## src/rtl/card_disp_pkg.sv

```systemverilog
`default_nettype none
// +----------------------------------------------------------------------------+
// | Module   : card_disp_pkg                                                   |
// | Purpose  : Shared types, 7-segment patterns and card decode function for  |
// |            the card display bank.                                          |
// | Encoding : active-low segments, bit6 = g ... bit0 = a                      |
// | Revision : 1.0  initial release                                            |
// +----------------------------------------------------------------------------+
package card_disp_pkg;

  typedef logic [3:0] card_t;
  typedef logic [6:0] seg7_t;

  typedef enum logic {
    IDLE   = 1'b0,
    REVEAL = 1'b1
  } disp_state_t;

  localparam seg7_t SEG_BLANK = 7'b1111111;
  localparam seg7_t SEG_DASH  = 7'b0111111;
  localparam seg7_t SEG_ACE   = 7'b0001000;
  localparam seg7_t SEG_TWO   = 7'b0100100;
  localparam seg7_t SEG_THREE = 7'b0110000;
  localparam seg7_t SEG_FOUR  = 7'b0011001;
  localparam seg7_t SEG_FIVE  = 7'b0010010;
  localparam seg7_t SEG_SIX   = 7'b0000010;
  localparam seg7_t SEG_SEVEN = 7'b1111000;
  localparam seg7_t SEG_EIGHT = 7'b0000000;
  localparam seg7_t SEG_NINE  = 7'b0010000;
  localparam seg7_t SEG_TEN   = 7'b1000000;
  localparam seg7_t SEG_JACK  = 7'b1100001;
  localparam seg7_t SEG_QUEEN = 7'b0011000;
  localparam seg7_t SEG_KING  = 7'b0001001;

  // Codes 0, 14 and 15 are not cards and render as an unlit digit.
  function automatic seg7_t card_to_seg7(input card_t card);
    seg7_t seg;
    case (card)
      4'd1:    seg = SEG_ACE;
      4'd2:    seg = SEG_TWO;
      4'd3:    seg = SEG_THREE;
      4'd4:    seg = SEG_FOUR;
      4'd5:    seg = SEG_FIVE;
      4'd6:    seg = SEG_SIX;
      4'd7:    seg = SEG_SEVEN;
      4'd8:    seg = SEG_EIGHT;
      4'd9:    seg = SEG_NINE;
      4'd10:   seg = SEG_TEN;
      4'd11:   seg = SEG_JACK;
      4'd12:   seg = SEG_QUEEN;
      4'd13:   seg = SEG_KING;
      default: seg = SEG_BLANK;
    endcase
    return seg;
  endfunction

endpackage
`default_nettype wire

```

## src/rtl/card_seg_decode.sv

```systemverilog
`default_nettype none
// +----------------------------------------------------------------------------+
// | Module   : card_seg_decode                                                 |
// | Purpose  : Combinational card code to active-low 7-segment decoder.        |
// | Ports    : card (in, 4b card code), seg (out, 7b segments, bit6=g..a)      |
// | Revision : 1.0  initial release                                            |
// +----------------------------------------------------------------------------+
module card_seg_decode
  import card_disp_pkg::*;
(
  input  card_t card,
  output seg7_t seg
);

  assign seg = card_to_seg7(card);

endmodule
`default_nettype wire

```

## src/rtl/card_display_bank.sv

```systemverilog
`default_nettype none
// +----------------------------------------------------------------------------+
// | Module   : card_display_bank                                               |
// | Purpose  : Holds NUM_SLOTS card codes and drives one active-low 7-segment  |
// |            digit per slot. Cards arrive over a valid/ready port; the       |
// |            target slot shows a dash for REVEAL_CYCLES clocks before the    |
// |            card is committed and decoded.                                  |
// | Ports    : clk, reset (async, active-high), clear (sync clear/abort),      |
// |            load_valid/load_ready/load_slot/load_card (load port),          |
// |            busy (reveal in progress), seg7 (per-slot segments).            |
// | Config   : CARD_DISP_BLINK_EN - reveal alternates dash/blank each clock    |
// |            starting with dash; undefined gives a steady dash.              |
// | Revision : 1.0  initial release                                            |
// +----------------------------------------------------------------------------+
module card_display_bank
  import card_disp_pkg::*;
#(
  parameter  int NUM_SLOTS     = 6,
  parameter  int REVEAL_CYCLES = 4,
  localparam int SLOT_W        = (NUM_SLOTS > 1) ? $clog2(NUM_SLOTS) : 1
)
(
  input  logic                     clk,
  input  logic                     reset,
  input  logic                     clear,
  input  logic                     load_valid,
  output logic                     load_ready,
  input  logic [SLOT_W-1:0]        load_slot,
  input  card_t                    load_card,
  output logic                     busy,
  output seg7_t [NUM_SLOTS-1:0]    seg7
);

  localparam int              CNT_W    = (REVEAL_CYCLES > 1) ? $clog2(REVEAL_CYCLES) : 1;
  localparam logic [CNT_W-1:0] CNT_LAST = CNT_W'(REVEAL_CYCLES - 1);

  disp_state_t             state, state_next;
  logic [CNT_W-1:0]        cnt, cnt_next;
  logic [SLOT_W-1:0]       tgt_slot;
  card_t                   tgt_card;
  card_t [NUM_SLOTS-1:0]   slots;
  seg7_t [NUM_SLOTS-1:0]   dec_seg;
  seg7_t                   reveal_seg;
  logic                    accept;
  logic                    in_range;
  logic                    commit;

  assign in_range   = int'(load_slot) < NUM_SLOTS;
  assign load_ready = (state == IDLE) && !clear;
  assign busy       = (state == REVEAL);
  // An out-of-range slot still completes the handshake; it is simply dropped.
  assign accept     = load_valid && load_ready;

  always_comb begin
    state_next = state;
    cnt_next   = cnt;
    commit     = 1'b0;
    if (clear) begin
      state_next = IDLE;
      cnt_next   = '0;
    end else begin
      case (state)
        IDLE: begin
          if (accept && in_range) begin
            state_next = REVEAL;
            cnt_next   = CNT_LAST;
          end
        end
        REVEAL: begin
          if (cnt != '0) begin
            cnt_next = cnt - CNT_W'(1);
          end else begin
            commit     = 1'b1;
            state_next = IDLE;
          end
        end
        default: state_next = IDLE;
      endcase
    end
  end

  always_ff @(posedge clk or posedge reset) begin
    if (reset) begin
      state <= IDLE;
      cnt   <= '0;
    end else begin
      state <= state_next;
      cnt   <= cnt_next;
    end
  end

  // Slot storage and the pending card. accept and commit are mutually
  // exclusive (IDLE vs REVEAL), so one write port per edge suffices.
  always_ff @(posedge clk or posedge reset) begin
    if (reset) begin
      slots    <= '0;
      tgt_slot <= '0;
      tgt_card <= '0;
    end else if (clear) begin
      slots <= '0;
    end else begin
      if (accept && in_range) begin
        tgt_slot <= load_slot;
        tgt_card <= load_card;
      end
      if (commit) begin
        slots[tgt_slot] <= tgt_card;
      end
    end
  end

`ifdef CARD_DISP_BLINK_EN
  // First reveal cycle has cnt == CNT_LAST, so matching parity means dash.
  assign reveal_seg = ((cnt[0] ^ CNT_LAST[0]) != 1'b0) ? SEG_BLANK : SEG_DASH;
`else
  assign reveal_seg = SEG_DASH;
`endif

  for (genvar i = 0; i < NUM_SLOTS; i++) begin : g_slot
    card_seg_decode u_dec (
      .card (slots[i]),
      .seg  (dec_seg[i])
    );
    assign seg7[i] = (busy && (tgt_slot == SLOT_W'(i))) ? reveal_seg : dec_seg[i];
  end

endmodule
`default_nettype wire

```

## config.mk

```make
export PLATFORM = sky130hd
export DESIGN_NAME = card_display_bank
export DESIGN_NICKNAME = d
export VERILOG_FILES = /design/src/rtl/card_disp_pkg.sv /design/src/rtl/card_seg_decode.sv /design/src/rtl/card_display_bank.sv
export SDC_FILE = /design/constraint.sdc
export NUM_CORES = 1
export LEC_CHECK = 0
export ABC_AREA = 1
export BUFFER_PORTS_ARGS = -buffer_cell sky130_fd_sc_hd__buf_2
export CAP_MARGIN = 5
export CORE_MARGIN = 8
export CORE_UTILIZATION = 57
export CTS_CLUSTER_DIAMETER = 200
export DETAILED_ROUTE_END_ITERATION = 16
export GPL_ROUTABILITY_DRIVEN = 0
export PLACE_DENSITY = 0.8
export SETUP_SLACK_MARGIN = 0.1
export SYNTH_ARGS = -nofsm -noshare
export SYNTH_HDL_FRONTEND = slang
export SYNTH_SLANG_ARGS = --single-unit
```

## constraint.sdc

```tcl
create_clock -name clk -period 1.56 [get_ports clk]
set_clock_uncertainty 0.1 [all_clocks]
set_input_delay 0.078 -clock clk [delete_from_list [all_inputs] [get_ports clk]]
set_output_delay 0.078 -clock clk [all_outputs]
set_load 0.03 [all_outputs]
```

==> implementation parameters, run 1 <==
Parameter                              Value

Yosys
  Post-synth net total    479
  Dominant cells by area after synthesis    sky130_fd_sc_hd__dfrtp_1 28%, sky130_fd_sc_hd__ha_1 15%, sky130_fd_sc_hd__nand2_1 13%
  Share of Yosys cell area claimed by the top area cell type    28.0%
  Synth cell count leaders    102 x sky130_fd_sc_hd__nand2_1, 68 x sky130_fd_sc_hd__nand3_1, 57 x sky130_fd_sc_hd__inv_1
  Average footprint of a synthesized cell    7.06 µm²
  Area of the mapped netlist    3040 µm²
  Post-Synthesis Cells    431
  Most frequently used flop master after synthesis    sky130_fd_sc_hd__dfrtp_1
  Share of synthesized area occupied by flip-flops and latches    28.0%
  Synthesis-stage register bit count    34
  Library cell occupying the most area in the post-synthesis netlist    sky130_fd_sc_hd__dfrtp_1
  Post-synth EDFFs    0
  Distinct cells, synth    28
  Asr flop ratio synth    100%
  Total of warnings raised by yosys    0
  Most frequent cell after synthesis    sky130_fd_sc_hd__nand2_1

Die
  Die Y    89.1 µm
  Width of the die    89.1 µm
  I/O pin count    55
  Num rows    26
  Starting utilization of the core area    59.2%

Outcome
  Outcome    did not finish
  Stage where the run ended    global routing
  Tool error    [ERROR DPL-0038] Utilization greater than 100%, impossible to legalize

STA
  Pin ending the worst setup path after global-route repair    seg7[18]
  Type of pin the worst path ends at    primary output

GRT
  Pin count of the biggest net entering global routing    24

Clock network
  Bufs on Longest Clock Path    2
  Clk sink count    34
  # H-tree levels    2
  Number of CTS-inserted buffers    5
  Clock tree root buffer cell    sky130_fd_sc_hd__clkbuf_8

Placed design
  Pre-CTS WS    0.107 ns
  HPWL reported at the end of detailed placement    5650 µm
  Port-buffer cells    54
  Area after DPL    3610 µm²
## what timing repair did
item                       4_1_cts
gates resized for setup        212
pin swaps                       39
hold buffers                     8
hold endpoints to repair        41
setup buffers                   25
setup endpoints to repair       42
## metrics by stage
stage          cells  hold WS (ns)
2_1_floorplan    431         0.106
3_3_place_gp     575        0.0261
3_5_place_dp     575        0.0306
4_1_cts          616        0.0645
## cell families after synthesis
family | share of synthesized area [%]
fa+ha+maj | 15.2
flops | 28.0
compound gates | 9.62
simple gates | 36.6
buf+inv | 10.6
==> run 2, diff against run 1 <==
--- a/config.mk
+++ b/config.mk
@@ -9,12 +9,10 @@
 export BUFFER_PORTS_ARGS = -buffer_cell sky130_fd_sc_hd__buf_2
 export CAP_MARGIN = 5
 export CORE_MARGIN = 8
-export CORE_UTILIZATION = 57
-export CTS_CLUSTER_DIAMETER = 200
+export CORE_UTILIZATION = 40
 export DETAILED_ROUTE_END_ITERATION = 16
 export GPL_ROUTABILITY_DRIVEN = 0
-export PLACE_DENSITY = 0.8
-export SETUP_SLACK_MARGIN = 0.1
+export PLACE_DENSITY_LB_ADDON = 0.15
 export SYNTH_ARGS = -nofsm -noshare
 export SYNTH_HDL_FRONTEND = slang
 export SYNTH_SLANG_ARGS = --single-unit
==> run 2 against run 1 <==
  * Synthesized cell count stayed put
  * Synthesized area stayed put
  * The flow now finishes, with violations (setup timing)
==> implementation parameters, run 2 <==
Parameter                              Value

Outcome
  Outcome    finished with violations
  Violations in the final reports    setup timing

GRT
  Number of global-route vias before repair    3312
  Global-route total usage across every layer    16.8%
  Number of antenna violations at the first check in global routing    0
  Pin count of the biggest net entering global routing    35
  Overflow left after global routing    0
  Wire length of the first global-routing pass    14600 µm

Job
  Number of maximum-capacitance constraint violations    0

Clock network
  Clock tree from TritonCTS    done
  # H-tree levels    2 (unchanged)
  Clk sink count    34 (unchanged)
  Clock tree root buffer cell    sky130_fd_sc_hd__clkbuf_8
  Bufs on Longest Clock Path    2 (unchanged)
  Clk Latency, worst-skew pair    0.28 ns
  Clock transition at path regs    0.08 ns
  Number of CTS-inserted buffers    5 (unchanged)

Min path
  Hold Crit Depth    4
  Worst min-delay path startpoint    clear
  Path type of the worst min-delay path    input pin to flip-flop

Detailed routing
  Count of unresolved DRC violations after routing    0
  First drt pass iteration count    4
  Routed wire length per instance    14.0 µm
  Violation count after the first detailed-routing iteration    132
  Residual antenna-violating net count after detailed routing    0
  Vias    3340
  Per-cell via count in the routed design    5.03
  Routed WL    9290 µm

Yosys
  Most frequent cell after synthesis    sky130_fd_sc_hd__nand2_1
  Synthesis-stage register bit count    34 (unchanged)
  Area of the mapped netlist    3040 µm² (unchanged)
  Post-Synthesis Cells    431 (unchanged)
  Library cell occupying the most area in the post-synthesis netlist    sky130_fd_sc_hd__dfrtp_1
  Most frequently used flop master after synthesis    sky130_fd_sc_hd__dfrtp_1
  Average footprint of a synthesized cell    7.06 µm² (unchanged)
  Asr flop ratio synth    100% (unchanged)
  Post-synth net total    479 (unchanged)
  Synth cell count leaders    102 x sky130_fd_sc_hd__nand2_1, 68 x sky130_fd_sc_hd__nand3_1, 57 x sky130_fd_sc_hd__inv_1
  Total of warnings raised by yosys    0 (unchanged)
  Share of synthesized area occupied by flip-flops and latches    28.0% (unchanged)
  Share of Yosys cell area claimed by the top area cell type    28.0% (unchanged)
  Distinct cells, synth    28 (unchanged)
  Post-synth EDFFs    0 (unchanged)
  Dominant cells by area after synthesis    sky130_fd_sc_hd__dfrtp_1 28%, sky130_fd_sc_hd__ha_1 15%, sky130_fd_sc_hd__nand2_1 13%

STA
  Number of max-slew violations in the final report    0
  Setup TNS    -3.24 ns
  Setup ws final    -0.177 ns
  Remaining max-slew budget at the tightest pin    70.3%
  Portion of the clock cycle consumed by the worst path in the final layout    111%
  Count of final setup violators    39
  Max Clk Rate    576 MHz
  Post-layout min period    1.74 ns
  Endpoints failing hold    0
  Actual transition at the worst max-transition pin    0.445 ns
  Unrepaired setup endpoints after global routing    yes

Worst setup path
  Library cell appearing most often on the critical path    sky130_fd_sc_hd__buf_6
  Series of cell instances along the critical path    inv_2 > buf_6 > ha_4 > nand2_4 > nor2_4 > o21ai_2 > inv_1 > buf_6
  Setup crit end kind    output pin
  Top fanout value on the critical path    4
  Crit Path Class    flip-flop to output pin
  Number of cells on the worst reg-to-reg path    7
  Start of the worst register-to-register path    busy
  Critical Path Start    slots[0]
  Required @ worst endpoint    1.38 ns
  Data arrival time of the critical path    1.56 ns
  Slowest cell on the critical path    sky130_fd_sc_hd__dfrtp_1
  Crit start category    flip-flop
  Slowest cell delay on critical path    0.41 ns

Pwr
  Largest vdd supply drop    0.289 mV
  Total power divided by cell area    485 nW/µm²
  Power, Total    2.50 mW
  Lkg Pwr    2.38 nW

Layout
  Number of nets at the end of the flow    610
  Most frequent cells in the layout    83 x sky130_fd_sc_hd__nand2_1, 61 x sky130_fd_sc_hd__buf_6, 56 x sky130_fd_sc_hd__buf_4
  Largest registers    slots (24), tgt_card (4), tgt_slot (3)
  Flip-flop count of the largest register, all copies and words added    24
  Antenna cells    0
  Fraction of layout cells with a size suffix above 1    51.8%
  Fin util    68.1%
  Register ranked first by flip-flop count    slots
  Filler cell count in the final layout    582
  Leading cell type in the layout, fill and taps excluded    sky130_fd_sc_hd__nand2_1
  Area overhead of the layout relative to synthesis    69.4%
  Final std cells w/o fill    664

Die
  I/O pin count    55 (unchanged)
  Num rows    32 (+23%)
  Width of the die    103 µm (+16%)
  Area of the core    7570 µm²
  Starting utilization of the core area    40.2% (-19 points)
  Total die area    10700 µm²
  Die Y    103 µm (+16%)

Placed design
  Instance count after placement with tap cells included    605 (+5.2%)
  Port-buffer cells    54 (unchanged)
  HPWL reported at the end of detailed placement    5710 µm (+1.1%)
run 2: cell counts after synthesis:
No cell type changed its count.
run 2: cells by family (layout without fill, tap and decap cells):
group           count (synthesis)  count (layout)  synth area share [%]
simple gates                  235             235                  36.6
buf+inv                        78             209                  10.6
compound gates                 47              47                  9.62
fa+ha+maj                      37              37                  15.2
flops                          34              34                  28.0
run 2: report_power, final:
group	internal [mW]	switching (mW)	total, mW
clock	0.511	0.321	0.832
combinational	0.277	0.368	0.645
sequential	0.929	0.0932	1.02
total	1.72	0.782	2.50
run 2: timing repair:
action	4_1_cts	5_1_grt
pin swaps	42	38
hold endpoints to repair	41	0
gates resized for setup	190	103
setup endpoints to repair	42	49
hold buffers	8	0
setup buffers	31	13
cloned	0	0
run 2: layout make-up:
class	instances	area [µm²]	area share, %
clock buffer	6	82.6	1.60
clock inverter	1	30.0	0.583
multi-input combinational	319	2530	49.0
timing repair buffer	136	1240	24.1
sequential	34	861	16.7
inverter	66	284	5.51
tap	102	128	2.48
run 2: worst max-delay path: cells and delay by family (launching register included):
kind / cells / cell delay, ns
compound gates: 1 / 0.08
simple gates: 2 / 0.20
flops: 1 / 0.41
buf+inv: 4 / 0.44
fa+ha+maj: 1 / 0.13
run 2: final timing paths:
| check | to | slack, ns |
|---|---|---|
| max in group asynchronous | busy | 0.69 |
| worst min register to register | cnt[1] | 0.38 |
| worst min-delay path | slots[22] | 0.07 |
| min in group asynchronous | slots[0] | 0.32 |
| worst max register to register | tgt_card[0] | 0.09 |
| worst max-delay path | seg7[6] | -0.18 |
run 2: routing by layer:
layer | share of wire (%) | track usage, % | up-vias | wire, µm
met1 | 41 | 18.9 | 1582 | 3800
met4 | 0.81 | 4.89 | 0 | 75
met5 | 0 | 0 | - | 0
met3 | 3.9 | 2.61 | 6 | 359
li1 | - | - | 1687 | -
met2 | 54 | 31.7 | 65 | 5060
run 2: through the flow:
step	hold slack, ns	cell area, µm²	worst slack [ns]
floorplan	0.103	3050	0.0172
global placement	0.0953	3600	0.0519
detailed placement	0.101	3600	0.0189
CTS	0.0659	4670	-0.121
global route	0.0831	5150	-0.250
finish	0.0668	5150	-0.177
Note: power is estimated with default switching activity, not from simulation.
==> run 3, diff against run 2 <==
--- a/config.mk
+++ b/config.mk
@@ -10,9 +10,11 @@
 export CAP_MARGIN = 5
 export CORE_MARGIN = 8
 export CORE_UTILIZATION = 40
+export CTS_CLUSTER_DIAMETER = 80
 export DETAILED_ROUTE_END_ITERATION = 16
 export GPL_ROUTABILITY_DRIVEN = 0
 export PLACE_DENSITY_LB_ADDON = 0.15
 export SYNTH_ARGS = -nofsm -noshare
 export SYNTH_HDL_FRONTEND = slang
+export SYNTH_HIERARCHICAL = 1
 export SYNTH_SLANG_ARGS = --single-unit
==> constraint.sdc (replaced) <==
create_clock -name clk -period 1.85 [get_ports clk]
set_clock_uncertainty 0.1 [all_clocks]
set_input_delay 0.0925 -clock clk [delete_from_list [all_inputs] [get_ports clk]]
set_output_delay 0.0925 -clock clk [all_outputs]
set_load 0.03 [all_outputs]
==> run 3 against run 2 <==
  * Flip-flop and latch count is the same
  * Global-route usage is 2.7 points lower
  * The run now ends clean
  * Largest power group unchanged
  * Highest routed layer unchanged
  * Critical path type unchanged
  * Sequential share of layout area grew 3.8 points
  * Final area fell by 19%
  * Sequential power fell by 19%
  * Utilization decreased by 17 points
  * Non-clock buffer count fell by 44
  * Cell count grew 7.4%
  * Critical path depth increased by 1
==> implementation parameters, run 3 <==
Parameter                              Value

Worst setup path
  Flop2flop setup slack    0.25 ns (+0.16 ns)
  FF-to-FF End    slots[18]
  Start of the worst register-to-register path    cnt[0]
  Crit start category    flip-flop
  Number of cells on the worst reg-to-reg path    7 (unchanged)
  Required @ worst endpoint    1.66 ns (+0.28 ns)
  Data arrival time of the critical path    1.59 ns (+0.03 ns)
  Top fanout value on the critical path    4 (unchanged)
  Crit Path Class    flip-flop to output pin
  Setup crit end kind    output pin

Die
  Width of the die    108 µm (+4.4%)
  Die Y    108 µm (+4.4%)
  Num rows    33 (+3.1%)
  Total die area    11600 µm² (+9.0%)
  I/O pin count    55 (unchanged)
  Area of the core    8180 µm² (+8.0%)
  Starting utilization of the core area    41.2% (+1.0 points)

Layout
  Most frequent cells in the layout    198 x sky130_fd_sc_hd__nand2_1, 86 x sky130_fd_sc_hd__nand3_1, 66 x sky130_fd_sc_hd__inv_1
  Flip-flop count of the largest register, all copies and words added    24 (unchanged)
  Largest registers    slots (24), tgt_card (4), tgt_slot (3)
  Number of nets at the end of the flow    656 (+7.5%)
  Leading cell type in the layout, fill and taps excluded    sky130_fd_sc_hd__nand2_1
  Area overhead of the layout relative to synthesis    24.2%
  Fraction of layout cells with a size suffix above 1    24.3% (-27 points)
  Fin util    51.2% (-17 points)
  Filler cell count in the final layout    855 (+47%)
  Antenna cells    0 (unchanged)
  Register ranked first by flip-flop count    slots

Pwr
  Total power divided by cell area    404 nW/µm² (-17%)
  Largest vdd supply drop    0.414 mV (+43%)
  Lkg Pwr    2.30 nW (-3.4%)

GRT
  Number of global-route vias before repair    3102 (-6.3%)
  Pin count of the biggest net entering global routing    35 (unchanged)
  Wire length of the first global-routing pass    13800 µm (-5.7%)
  Overflow left after global routing    0 (unchanged)
  Number of antenna violations at the first check in global routing    0 (unchanged)
  Global-route total usage across every layer    14.1% (-2.7 points)

Clock network
  # H-tree levels    2 (unchanged)
  Clk sink count    34 (unchanged)
  Clock tree from TritonCTS    done
  Clock tree root buffer cell    sky130_fd_sc_hd__clkbuf_8
  Bufs on Longest Clock Path    2 (unchanged)
  Clock transition at path regs    0.06 ns (-0.02 ns)
  Clk Latency, worst-skew pair    0.28 ns (about the same)
  Number of CTS-inserted buffers    5 (unchanged)

STA
  Count of final setup violators    0 (-100%)
  Post-layout min period    1.79 ns
  Endpoints failing hold    0 (unchanged)
  Number of max-slew violations in the final report    0 (unchanged)
  Remaining max-slew budget at the tightest pin    61.0% (-9.3 points)
  Max Clk Rate    560 MHz
  Actual transition at the worst max-transition pin    0.582 ns (+0.137 ns)
  Unrepaired setup endpoints after global routing    yes
  Fin Hold WS    0.0478 ns (-0.0190 ns)
  Portion of the clock cycle consumed by the worst path in the final layout    96.6%

Min path
  Worst min-delay path startpoint    load_valid
  Path type of the worst min-delay path    input pin to flip-flop
  Hold worst-path end    tgt_card[3]
  Hold Crit Depth    3 (-1)

Detailed routing
  Routed WL    7950 µm (-14%)
  Vias    3339 (-0.030%)
  Count of unresolved DRC violations after routing    0 (unchanged)
  Residual antenna-violating net count after detailed routing    0 (unchanged)
  Routed wire length per instance    11.1 µm (-20%)
  Violation count after the first detailed-routing iteration    94 (-29%)
  First drt pass iteration count    4 (unchanged)
  Per-cell via count in the routed design    4.68 (-6.9%)

Yosys
  Post-Synthesis Cells    523 (+21%)
  Dominant cells by area after synthesis    sky130_fd_sc_hd__dfrtp_1 25%, sky130_fd_sc_hd__nand2_1 22%, sky130_fd_sc_hd__ha_1 14%
  Synthesis-stage register bit count    34 (unchanged)
  Post-synth net total    571 (+19%)
  Share of synthesized area occupied by flip-flops and latches    25.3% (-2.7 points)
  Area of the mapped netlist    3370 µm² (+11%)
  Share of Yosys cell area claimed by the top area cell type    25.3% (-2.7 points)
  Most frequently used flop master after synthesis    sky130_fd_sc_hd__dfrtp_1
  Distinct cells, synth    25 (-11%)
  Library cell occupying the most area in the post-synthesis netlist    sky130_fd_sc_hd__dfrtp_1
  Total of warnings raised by yosys    6 (+6)
  Most frequent cell after synthesis    sky130_fd_sc_hd__nand2_1
  Synth cell count leaders    199 x sky130_fd_sc_hd__nand2_1, 86 x sky130_fd_sc_hd__nand3_1, 73 x sky130_fd_sc_hd__inv_1
  Asr flop ratio synth    100% (unchanged)
  Post-synth EDFFs    0 (unchanged)
  Average footprint of a synthesized cell    6.44 µm² (-8.7%)

Placed design
  HPWL reported at the end of detailed placement    5880 µm (+3.0%)
  Port-buffer cells    54 (unchanged)

Outcome
  Outcome    finished, final reports clean

Job
  Number of maximum-capacitance constraint violations    0 (unchanged)
-- run 3: cell types whose count changed after synthesis, moves of 7 or more --
cell | before | now
sky130_fd_sc_hd__nand2_1 | 102 | 199
sky130_fd_sc_hd__nand4_1 | 20 | 0
sky130_fd_sc_hd__nand3_1 | 68 | 86
sky130_fd_sc_hd__inv_1 | 57 | 73
sky130_fd_sc_hd__o211ai_1 | 14 | 0
sky130_fd_sc_hd__buf_6 | 2 | 10
sky130_fd_sc_hd__buf_2 | 8 | 1
-- run 3: power breakdown --
group | leakage [nW] | internal, mW | switching [mW]
Combinational | 1.82 | 0.134 | 0.222
Clock | 0.0383 | 0.259 | 0.249
Sequential | 0.446 | 0.783 | 0.0454
Total | 2.30 | 1.18 | 0.516
-- run 3: final cells by class --
type,instances,area [µm²],share of cell area (%)
sequential,34,857,20.5
clock buffer,7,76.3,1.82
multi-input combinational,389,2120,50.6
tap,105,131,3.14
inverter,86,353,8.43
timing repair buffer,92,648,15.5
-- run 3: what timing repair did --
action / CTS / global route
resized for setup: 26 / 36
endpoints found under the hold margin: 41 / 0
hold buffers: 8 / 0
pin swaps: 1 / 4
buffers inserted: 4 / 7
endpoints found under the setup margin: 17 / 27
-- run 3: worst max path at each step --
| stage | cells after the start | slack (ns) | start | to |
|---|---|---|---|---|
| 2_1_floorplan | 5 | 0.05 | slots[9] | seg7[20] |
| 5_1_grt | 8 | -0.02 | slots[21] | seg7[40] |
| 4_1_cts | 8 | -0.004 | slots[20] | seg7[39] |
| 6_report | 9 | 0.06 | slots[8] | seg7[19] |
| 3_3_place_gp | 6 | 0.23 | slots[8] | seg7[20] |
| 3_5_place_dp | 7 | 0.21 | slots[17] | seg7[31] |
-- run 3: stage by stage --
stage | cells | setup TNS, ns | total power, mW | setup slack (ns) | area [µm²]
final | 713 | 0 | 1.69 | 0.0636 | 4180
after global routing | 713 | -0.0602 | 1.79 | -0.0181 | 4180
after CTS | 706 | -0.00437 | 1.70 | -0.00437 | 4050
after detailed placement | 687 | 0 | 1.16 | 0.205 | 3790
after global placement | 687 | 0 | 1.16 | 0.229 | 3790
after floorplan | 523 | 0 | 1.05 | 0.0473 | 3370
-- run 3: routing by layer --
metal / GRT usage, % / part of all wire [%]
met4: 3.47 / 0.68
met5: 0 / 0
met3: 2.34 / 3.4
met1: 17.8 / 49
met2: 24.1 / 47
-- run 3: critical path, stage by stage, from the launching register on --
cell	delay, ns
sky130_fd_sc_hd__dfrtp_2	0.43
sky130_fd_sc_hd__buf_4	0.15
sky130_fd_sc_hd__ha_1	0.20
sky130_fd_sc_hd__nand2_1	0.10
sky130_fd_sc_hd__nand2_1	0.05
sky130_fd_sc_hd__nand2_1	0.05
sky130_fd_sc_hd__nand2_1	0.05
sky130_fd_sc_hd__inv_1	0.05
sky130_fd_sc_hd__nand2_1	0.04
sky130_fd_sc_hd__buf_2	0.18
-- run 3: logic make-up (layout without fill, tap and decap cells) --
family / count (synthesis) / count (layout) / synth area share [%]
buffers and inverters: 100 / 185 / 14.3
DFF: 34 / 34 / 25.3
adders and majority gates: 37 / 37 / 13.7
AOI/OAI and AO/OA: 28 / 28 / 4.68
and+or+nand+nor: 324 / 324 / 42.0
==> run 4, diff against run 3 <==
--- a/config.mk
+++ b/config.mk
@@ -14,6 +14,7 @@
 export DETAILED_ROUTE_END_ITERATION = 16
 export GPL_ROUTABILITY_DRIVEN = 0
 export PLACE_DENSITY_LB_ADDON = 0.15
+export SETUP_SLACK_MARGIN = 0.5
 export SYNTH_ARGS = -nofsm -noshare
 export SYNTH_HDL_FRONTEND = slang
 export SYNTH_HIERARCHICAL = 1
==> run 4 against run 3 <==
  * Via count is 11% higher
  * Largest power group unchanged
  * Critical path type unchanged
  * Utilization grew 20 points
  * First-iteration DRC count grew 26%
  * Routed wire length grew 28%
  * Maximum frequency shrank 1.3%
  * Non-clock buffer count up 33
==> implementation parameters, run 4 (synthesis gave the netlist of run 3 again) <==
Parameter                              Value

Outcome
  Outcome    finished, final reports clean

Pwr
  Power, Total    2.20 mW (+30%)
  Largest vdd supply drop    0.367 mV (-11%)
  Lkg Pwr    2.91 nW (+26%)
  Total power divided by cell area    379 nW/µm² (-6.4%)

STA
  Count of final setup violators    0 (unchanged)
  Remaining max-slew budget at the tightest pin    62.7% (+1.7 points)
  Endpoints failing hold    0 (unchanged)
  Setup ws final    0.0403 ns (-0.0233 ns)
  Actual transition at the worst max-transition pin    0.558 ns (-0.0248 ns)
  Max Clk Rate    553 MHz (-1.3%)
  Number of max-slew violations in the final report    0 (unchanged)
  Portion of the clock cycle consumed by the worst path in the final layout    97.8% (+1.3 points)
  Fin Hold WS    0.0718 ns (+0.0240 ns)
  Unrepaired setup endpoints after global routing    yes
  Post-layout min period    1.81 ns (+0.0233 ns)

Placed design
  Port-buffer cells    54 (unchanged)
  HPWL reported at the end of detailed placement    5740 µm (-2.3%)
  Pre-CTS WS    0.252 ns (+0.0467 ns)

Min path
  Hold worst-path end    tgt_card[1]
  Hold Crit Depth    3 (unchanged)
  Path type of the worst min-delay path    input pin to flip-flop
  Worst min-delay path startpoint    load_valid

Layout
  Number of nets at the end of the flow    689 (+5.0%)
  Leading cell type in the layout, fill and taps excluded    sky130_fd_sc_hd__nand2_1
  Antenna cells    0 (unchanged)
  Register ranked first by flip-flop count    slots
  Fraction of layout cells with a size suffix above 1    59.5% (+35 points)
  Largest registers    slots (24), tgt_card (4), tgt_slot (3)
  Flip-flop count of the largest register, all copies and words added    24 (unchanged)
  Area overhead of the layout relative to synthesis    72.8%
  Filler cell count in the final layout    568 (-34%)
  Most frequent cells in the layout    130 x sky130_fd_sc_hd__nand2_1, 73 x sky130_fd_sc_hd__buf_6, 53 x sky130_fd_sc_hd__nand2_2

Detailed routing
  First drt pass iteration count    4 (unchanged)
  Per-cell via count in the routed design    4.98 (+6.4%)
  Routed WL    10200 µm (+28%)
  Vias    3721 (+11%)
  Violation count after the first detailed-routing iteration    118 (+26%)
  Residual antenna-violating net count after detailed routing    0 (unchanged)
  Routed wire length per instance    13.7 µm (+23%)
  Count of unresolved DRC violations after routing    0 (unchanged)

GRT
  Global-route total usage across every layer    16.5% (+2.5 points)
  Overflow left after global routing    0 (unchanged)
  Number of global-route vias before repair    3470 (+12%)
  Pin count of the biggest net entering global routing    35 (unchanged)
  Number of antenna violations at the first check in global routing    0 (unchanged)
  Wire length of the first global-routing pass    16000 µm (+16%)

Worst setup path
  FF-to-FF End    slots[1]
  Start of the worst register-to-register path    tgt_slot[1]
  Top fanout value on the critical path    5 (+1)
  Slowest cell delay on critical path    0.43 ns (about the same)
  Series of cell instances along the critical path    inv_4 > ha_4 > nand3_2 > o21a_1 > or2_4 > buf_6
  Slowest cell on the critical path    sky130_fd_sc_hd__dfrtp_2
  Crit Path Class    flip-flop to output pin
  Number of cells on the worst reg-to-reg path    7 (unchanged)
  Flop2flop setup slack    0.33 ns (+0.08 ns)
  Setup crit end kind    output pin
  Crit start category    flip-flop
  Required @ worst endpoint    1.66 ns (about the same)
  Data arrival time of the critical path    1.62 ns (+0.03 ns)

Clock network
  Clock transition at path regs    0.07 ns (about the same)
  Bufs on Longest Clock Path    2 (unchanged)
  Clock tree root buffer cell    sky130_fd_sc_hd__clkbuf_8
  Clk sink count    34 (unchanged)
  Number of CTS-inserted buffers    5 (unchanged)
  # H-tree levels    2 (unchanged)
  Clock tree from TritonCTS    done
  Clk Latency, worst-skew pair    0.29 ns (about the same)

Die
  Width of the die    108 µm (unchanged)
  Die Y    108 µm (unchanged)
  Area of the core    8180 µm² (unchanged)
  Starting utilization of the core area    41.2% (unchanged)
  Total die area    11600 µm² (unchanged)
  I/O pin count    55 (unchanged)
  Num rows    33 (unchanged)

Job
  Number of maximum-capacitance constraint violations    0 (unchanged)
run 4: layout make-up:
cell class	instances	area (µm²)	share of cell area, %
well taps	105	131	2.26
clock buffers	7	86.3	1.48
clock inverters	1	30.0	0.516
inverters	86	405	6.96
flip-flops and latches	34	881	15.1
repair buffers	125	1220	20.9
multi-input cells	389	3070	52.7
run 4: stage by stage:
stage,cells,setup TNS [ns],area [µm²],util (%)
floorplan,523,0,3560,-
global placement,682,0,3930,48.0
detailed placement,682,0,3930,48.0
CTS,733,0,5340,65.3
global route,747,-0.0382,5820,71.2
finish,747,0,5820,71.2
run 4: per-layer routing:
metal | track usage (%) | up-vias | part of all wire, %
met3 | 2.51 | 29 | 3.7
met5 | 0 | - | 0
li1 | - | 1863 | -
met4 | 4.76 | 0 | 2.3
met1 | 19.5 | 1740 | 41
met2 | 30.0 | 89 | 53
run 4: critical path, delay by kind of cell, from the launching register on:
kind,cells,cell delay [ns]
adder cells (fa/ha/maj),1,0.27
AND/OR/NAND/NOR,2,0.29
flip-flops,1,0.43
buffers and inverters,2,0.21
AO/OA/AOI/OAI,1,0.11
run 4: how the worst max path moves through the flow:
stage / startpoint / end / slack [ns]
final: slots[20] / seg7[38] / 0.04
after global routing: slots[20] / seg7[38] / -0.03
after CTS: slots[20] / seg7[38] / 0.06
after detailed placement: slots[20] / seg7[38] / 0.25
after global placement: slots[20] / seg7[38] / 0.28
after floorplan: tgt_slot[0] / seg7[21] / 0.45
run 4: timing repair:
action                                  4_1_cts  5_1_grt
endpoints found under the setup margin       68       75
setup buffers                                35       14
resized for setup                           268       97
hold endpoints to repair                     41        0
pin swaps                                    58       46
hold buffers                                  8        0
run 4: report_power, final:
part / internal, mW / total, mW / switching [mW]
logic: 0.286 / 0.630 / 0.344
registers: 0.785 / 0.856 / 0.0713
clock network: 0.439 / 0.718 / 0.279
